`src/rtl/fifo_pkg.sv`:
```
// Shared helpers for the peek FIFO family: count-bus sizing and a min/clamp helper.
package fifo_pkg;

  // Width of a count bus able to hold 0..2**depth_bits inclusive.
  function automatic int FIFO_CNT_W(input int depth_bits);
    return depth_bits + 1;
  endfunction

  function automatic int unsigned min_u(input int unsigned a, input int unsigned b);
    return (a < b) ? a : b;
  endfunction

endpackage

```
`src/rtl/fifo_mem.sv`:
```
// Storage array for the peek FIFO: synchronous write, asynchronous read, no reset.
module fifo_mem #(
  parameter int DEPTH_BITS = 4,
  parameter int WIDTH      = 6
) (
  input  logic                  clk,
  input  logic                  wr_en,
  input  logic [DEPTH_BITS-1:0] wr_addr,
  input  logic [WIDTH-1:0]      wr_data,
  input  logic [DEPTH_BITS-1:0] rd_addr,
  output logic [WIDTH-1:0]      rd_data
);

  logic [WIDTH-1:0] mem [1 << DEPTH_BITS];

  always_ff @(posedge clk) begin
    if (wr_en) mem[wr_addr] <= wr_data;
  end

  assign rd_data = mem[rd_addr];

endmodule

```
`src/rtl/peek_fifo.sv`:
```
// Peek FIFO with multi-entry pop, occupancy count, almost-full, sticky error
// flags, synchronous flush and a peek output masked to zero beyond valid data.
module peek_fifo
  import fifo_pkg::*;
#(
  parameter int DEPTH_BITS  = 4,
  parameter int WIDTH       = 6,
  parameter int POP_BITS    = 2,
  parameter int AFULL_LEVEL = (1 << DEPTH_BITS) - 2
) (
  input  logic                    clk,
  input  logic                    reset_n,
  input  logic                    flush,
  input  logic                    write_en,
  input  logic [WIDTH-1:0]        data_in,
  input  logic [POP_BITS-1:0]     pop_n,
  input  logic [DEPTH_BITS-1:0]   peek,
  output logic [WIDTH-1:0]        data_out,
  output logic                    peek_valid,
  output logic [DEPTH_BITS:0]     count,
  output logic                    empty_n,
  output logic                    full_n,
  output logic                    almost_full,
  output logic                    overflow,
  output logic                    underflow,
  input  logic                    clear_err
);

  localparam int DEPTH = 1 << DEPTH_BITS;
  localparam int CW    = FIFO_CNT_W(DEPTH_BITS);
  localparam int XW    = DEPTH_BITS + 2;

  logic [DEPTH_BITS-1:0] rd_ptr_q, rd_ptr_d;
  logic [DEPTH_BITS-1:0] wr_ptr_q, wr_ptr_d;
  logic [CW-1:0]         count_q, count_d;
  logic                  overflow_q, overflow_d;
  logic                  underflow_q, underflow_d;

  logic [XW-1:0]         popped, remain, count_next;
  logic                  underflow_req, accept, mem_wr_en;
  logic [DEPTH_BITS-1:0] rd_addr;
  logic [WIDTH-1:0]      rd_data;

  always_comb begin
    popped        = XW'(min_u(32'(pop_n), 32'(count_q)));
    underflow_req = XW'(pop_n) > XW'(count_q);
    remain        = XW'(count_q) - popped;
    // A same-cycle pop frees space, so a write into a full FIFO can still land.
    accept        = write_en && (remain < XW'(DEPTH));
    count_next    = remain + XW'(accept);
    mem_wr_en     = accept && !flush;

    rd_ptr_d    = rd_ptr_q + popped[DEPTH_BITS-1:0];
    wr_ptr_d    = wr_ptr_q + DEPTH_BITS'(accept);
    count_d     = count_next[CW-1:0];
    overflow_d  = (overflow_q && !clear_err) || (write_en && !accept && !flush);
    underflow_d = (underflow_q && !clear_err) || (underflow_req && !flush);

    if (flush) begin
      rd_ptr_d = '0;
      wr_ptr_d = '0;
      count_d  = '0;
    end
  end

  always_ff @(posedge clk or negedge reset_n) begin
    if (!reset_n) begin
      rd_ptr_q    <= '0;
      wr_ptr_q    <= '0;
      count_q     <= '0;
      overflow_q  <= 1'b0;
      underflow_q <= 1'b0;
    end else begin
      rd_ptr_q    <= rd_ptr_d;
      wr_ptr_q    <= wr_ptr_d;
      count_q     <= count_d;
      overflow_q  <= overflow_d;
      underflow_q <= underflow_d;
    end
  end

  fifo_mem #(
    .DEPTH_BITS (DEPTH_BITS),
    .WIDTH      (WIDTH)
  ) u_mem (
    .clk     (clk),
    .wr_en   (mem_wr_en),
    .wr_addr (wr_ptr_q),
    .wr_data (data_in),
    .rd_addr (rd_addr),
    .rd_data (rd_data)
  );

  assign rd_addr     = rd_ptr_q + peek;
  // Stale storage beyond the occupancy must never leak to the consumer.
  assign peek_valid  = CW'(peek) < count_q;
  assign data_out    = peek_valid ? rd_data : '0;
  assign count       = count_q;
  assign empty_n     = (count_q != '0);
  assign full_n      = (count_q != CW'(DEPTH));
  assign almost_full = (count_q >= CW'(AFULL_LEVEL));
  assign overflow    = overflow_q;
  assign underflow   = underflow_q;

endmodule

```
`config.mk`:
```
export PLATFORM = sky130hd
export DESIGN_NAME = peek_fifo
export DESIGN_NICKNAME = d
export VERILOG_FILES = /design/src/rtl/fifo_pkg.sv /design/src/rtl/fifo_mem.sv /design/src/rtl/peek_fifo.sv
export SDC_FILE = /design/constraint.sdc
export NUM_CORES = 1
export LEC_CHECK = 0
export BUFFER_PORTS_ARGS = -buffer_cell sky130_fd_sc_hd__buf_4
export CAP_MARGIN = 20
export CORE_UTILIZATION = 55
export CTS_BUF_LIST = sky130_fd_sc_hd__clkbuf_4
export CTS_CLUSTER_DIAMETER = 30
export DETAILED_ROUTE_END_ITERATION = 10
export PLACE_DENSITY = 0.73
export SLEW_MARGIN = 25
export SYNTH_ARGS = -nofsm -noshare
export SYNTH_HDL_FRONTEND = slang
export SYNTH_SLANG_ARGS = --single-unit
```
`constraint.sdc`:
```
create_clock -name clk -period 6.3 [get_ports clk]
set_input_delay 1.26 -clock clk [delete_from_list [all_inputs] [get_ports clk]]
set_output_delay 1.26 -clock clk [all_outputs]
set_load 0.02 [all_outputs]
```
==> reports/results.tsv <==
stage	metric	value	unit
status	outcome	completed	
routing	Antenna Nets Post-Route	0	
timing	Final Skew	0.0139	ns
timing	RSZ-0062 raised after global routing	false	
placed_design	Post-Place Cells	506	
cts	Sink Count	111	
routing	initial DRC count	157	
critical_path	worst r2r src	count[1]$_DFF_PN0_	
logic_synthesis	Syn Area/Cell	13.8	um^2
critical_path	CP arrival	3.78	ns
timing	# setup viols final	0	
placed_design	DP HPWL	6.97	mm
critical_path	crit-path max cell delay	0.96	ns
hold_path	min-delay src	overflow$_DFF_PN0_	
timing	Final Hold Fails	0	
pwr	peak supply drop	0.280	mV
logic_synthesis	Post-synth ARST share	0.135	
logic_synthesis	synth unique cells	49	
timing	Max Clk Rate	0.198	GHz
placed_design	PortBufs	33	
cts	Reg clk slew, reported paths	0.16	ns
critical_path	worst endpoint required time	5.04	ns
logic_synthesis	post-synthesis register bit count	111	
timing	fin. max-slew vios	0	
grt	vias in the first global route	3020	
routing	drt via density	5.98	
routing	DRT Pass-1 Iters	4	
logic_synthesis	Synth Flop Type	edfxtp_1	
logic_synthesis	Synth warnings	0	
critical_path	reg2reg end	count[4]$_DFF_PN0_	
timing	period utilisation layout	0.801	
cells_and_area	diodes inserted	0	
timing	fin crit period	5.04	ns
cts	CTS tree	done	
floorplan	Core ar.	8890	um^2
timing	slew margin rel.	0.359	
critical_path	R2R cell count	17	
cts	clk buf depth	2	
placed_design	DP Area	5550	um^2
critical_path	Most Frequent Cell on Critical Path	buf_4	
logic_synthesis	fraction of the mapped netlist area in adder cells	0.0528	
critical_path	cell with the largest stage delay on the worst path	fa_2	
logic_synthesis	Compound-Gate Fraction of Synth Area	0.0426	
floorplan	starting density of the core	0.581	
logic_synthesis	mux cell area share after synthesis	0.102	
cells_and_area	Area Growth Syn to Fin	10.2	%
timing	Worst Tran Pin Value	0.953	ns
grt	GR Util All Layers	0.222	
logic_synthesis	Syn Inst Count	375	
cts	Root Driver	clkbuf_4	
critical_path	critical path class	primary input to output pin	
grt	antenna violations before repair	0	
grt	pin count of the biggest net entering global routing	31	
critical_path	CP Capture Point	data_out[5]	
routing	via count	3119	
floorplan	die height	98.9	um
grt	total gr overflow	0	
cts	Clk Latency, worst-skew pair	0.45	ns
logic_synthesis	Post-synth EDFFs	96	
cells_and_area	layout cell share with drive strength beyond 1	0.171	
floorplan	die area	9780	um^2
critical_path	Register-to-Register Setup Slack	1.70	ns
grt	first-pass GRT wire length	16.1	mm
cts	CTS resizes	0	
routing	drt wl/cell	19.5	um
routing	final WL	10.2	mm
flow_run	max_cap viols	0	
pwr	Lkg Pwr	2.17	nW
routing	residual DRC count	0	
critical_path	CP Launch Type	primary input	
logic_synthesis	largest family of logic cells by synthesized area	simple AND/OR/NAND/NOR gates	
hold_path	hold crit path type	register to register	
logic_synthesis	synthesized area	5160	um^2
floorplan	DIE WIDTH	98.9	um
floorplan	I/O pin cnt	34	
floorplan	row count	34	
cts	total CTS buffers	9	
critical_path	crit path max fanout	30	
cts	CTS Hold Bufs	0	
timing	Fin Setup TNS	0	ns
cts	htree depth	3	
cts	postcts setup bufs	0	
logic_synthesis	simple-gate area share of the yosys netlist	0.125	
cells_and_area	Design Area, Final	5690	um^2
critical_path	critical path, cell by cell	buf_4 -> ha_1 -> inv_1 -> fa_2 -> buf_12 -> mux2i_1 -> nand3_1 -> nand4_1 -> o22ai_1 -> buf_4	
logic_synthesis	Syn Nets	412	
cells_and_area	most common cell after layout, fill and taps aside	edfxtp_1	
pwr	pwr dens	454	nW/um^2
cells_and_area	most frequent cells in the layout	96 x edfxtp_1, 52 x nand3_1, 50 x mux2i_1	
cells_and_area	nets@finish	446	
cells_and_area	final non-filler cell total	522	
logic_synthesis	post-synthesis xor/xnor area fraction	0.0153	
cells_and_area	# fillers	659	
critical_path	Critical Path End Type	output pin	
placed_design	gpl congestion	0.861	
logic_synthesis	sequential share of the synthesized area	0.631	
critical_path	Critical Path Source	peek[0]	
sequential cells by signal, summed over array words and instances (netlist names):
| name | flops |
|---|---|
| u_mem.mem | 96 |
| overflow | 1 |
| rd_ptr_q | 4 |
| count | 5 |
| wr_ptr_q | 4 |
| underflow | 1 |
critical path, delay by kind of cell:
family,cells,cell delay (ns)
multiplexers,1,0.31
AND/OR/NAND/NOR,2,0.29
buffers and inverters,4,0.66
AO/OA/AOI/OAI,1,0.11
adder cells (fa/ha/maj),2,1.12
cell type report:
type / instances / area, um^2 / share of cell area
well taps: 108 / 135 / 0.0237
clock buffers: 9 / 67.6 / 0.0119
inverters: 17 / 63.8 / 0.0112
clock inverters: 7 / 46.3 / 0.00813
flip-flops and latches: 111 / 3260 / 0.572
repair buffers: 42 / 328 / 0.0576
multi-input cells: 228 / 1790 / 0.315
how the worst min path moves through the flow:
stage                       endpoint  slack [ns]  cells past startpoint
3_5_place_dp      overflow$_DFF_PN0_        0.51                      1
4_1_cts           overflow$_DFF_PN0_        0.55                      1
3_3_place_gp      overflow$_DFF_PN0_        0.53                      1
5_1_grt          underflow$_DFF_PN0_        0.61                      2
6_report          overflow$_DFF_PN0_        0.56                      1
2_1_floorplan  rd_ptr_q[3]$_DFF_PN0_        0.52                      2
cell families (layout without fill, tap and decap cells):
group                    after synthesis  in the layout
multiplexers                          52             52
adder cells (fa/ha/maj)               20             20
AND/OR/NAND/NOR                      119            119
other                                  1              1
XOR/XNOR                               9              9
flip-flops                           111            111
buffers and inverters                 36             75
AO/OA/AOI/OAI                         27             27
routing by layer:
layer | share of wire | track usage | vias up
li1 | - | - | 1495
met2 | 0.47 | 0.349 | 106
met3 | 0.060 | 0.0312 | 15
met5 | 0 | 0 | -
met1 | 0.45 | 0.320 | 1503
met4 | 0.017 | 0.0792 | 0
cell usage after synthesis (2+ instances only):
library cell | instances | share of area
nor3_1 | 14 | 0.014
dfrtp_1 | 15 | 0.073
buf_4 | 3 | 0.0044
o22ai_1 | 6 | 0.0073
nand2b_1 | 3 | 0.0036
buf_2 | 5 | 0.0048
fa_1 | 3 | 0.012
nand2_1 | 3 | 0.0022
o41ai_1 | 2 | 0.0034
nand3_1 | 52 | 0.050
xnor2_1 | 5 | 0.0085
nand3b_1 | 2 | 0.0029
ha_1 | 17 | 0.041
o21a_1 | 2 | 0.0029
nand4_1 | 12 | 0.015
inv_1 | 16 | 0.012
a21oi_1 | 3 | 0.0029
xor2_1 | 4 | 0.0068
edfxtp_1 | 96 | 0.56
nor2b_1 | 10 | 0.012
nor4_1 | 6 | 0.0073
clkbuf_1 | 10 | 0.0073
nor2_1 | 10 | 0.0073
a21o_1 | 2 | 0.0029
mux2i_1 | 50 | 0.097
per-stage QoR:
step / worst slack (ns) / hold slack [ns] / power [W] / util
finish: 1.26 / 0.555 / 0.00258 / 0.640
global placement: 1.18 / 0.529 / 0.00225 / 0.624
global route: 1.14 / 0.606 / 0.00275 / 0.640
floorplan: 1.49 / 0.524 / 0.00190 / -
CTS: 1.25 / 0.554 / 0.00258 / 0.637
detailed placement: 1.00 / 0.514 / 0.00227 / 0.624
report_power, final:
part / total, W / internal (W) / switching [W]
sequential: 0.000904 / 0.000847 / 0.0000572
clock: 0.000312 / 0.0000819 / 0.000230
combinational: 0.00137 / 0.000565 / 0.000804
No activity file was read; power rests on OpenSTA's default activity.
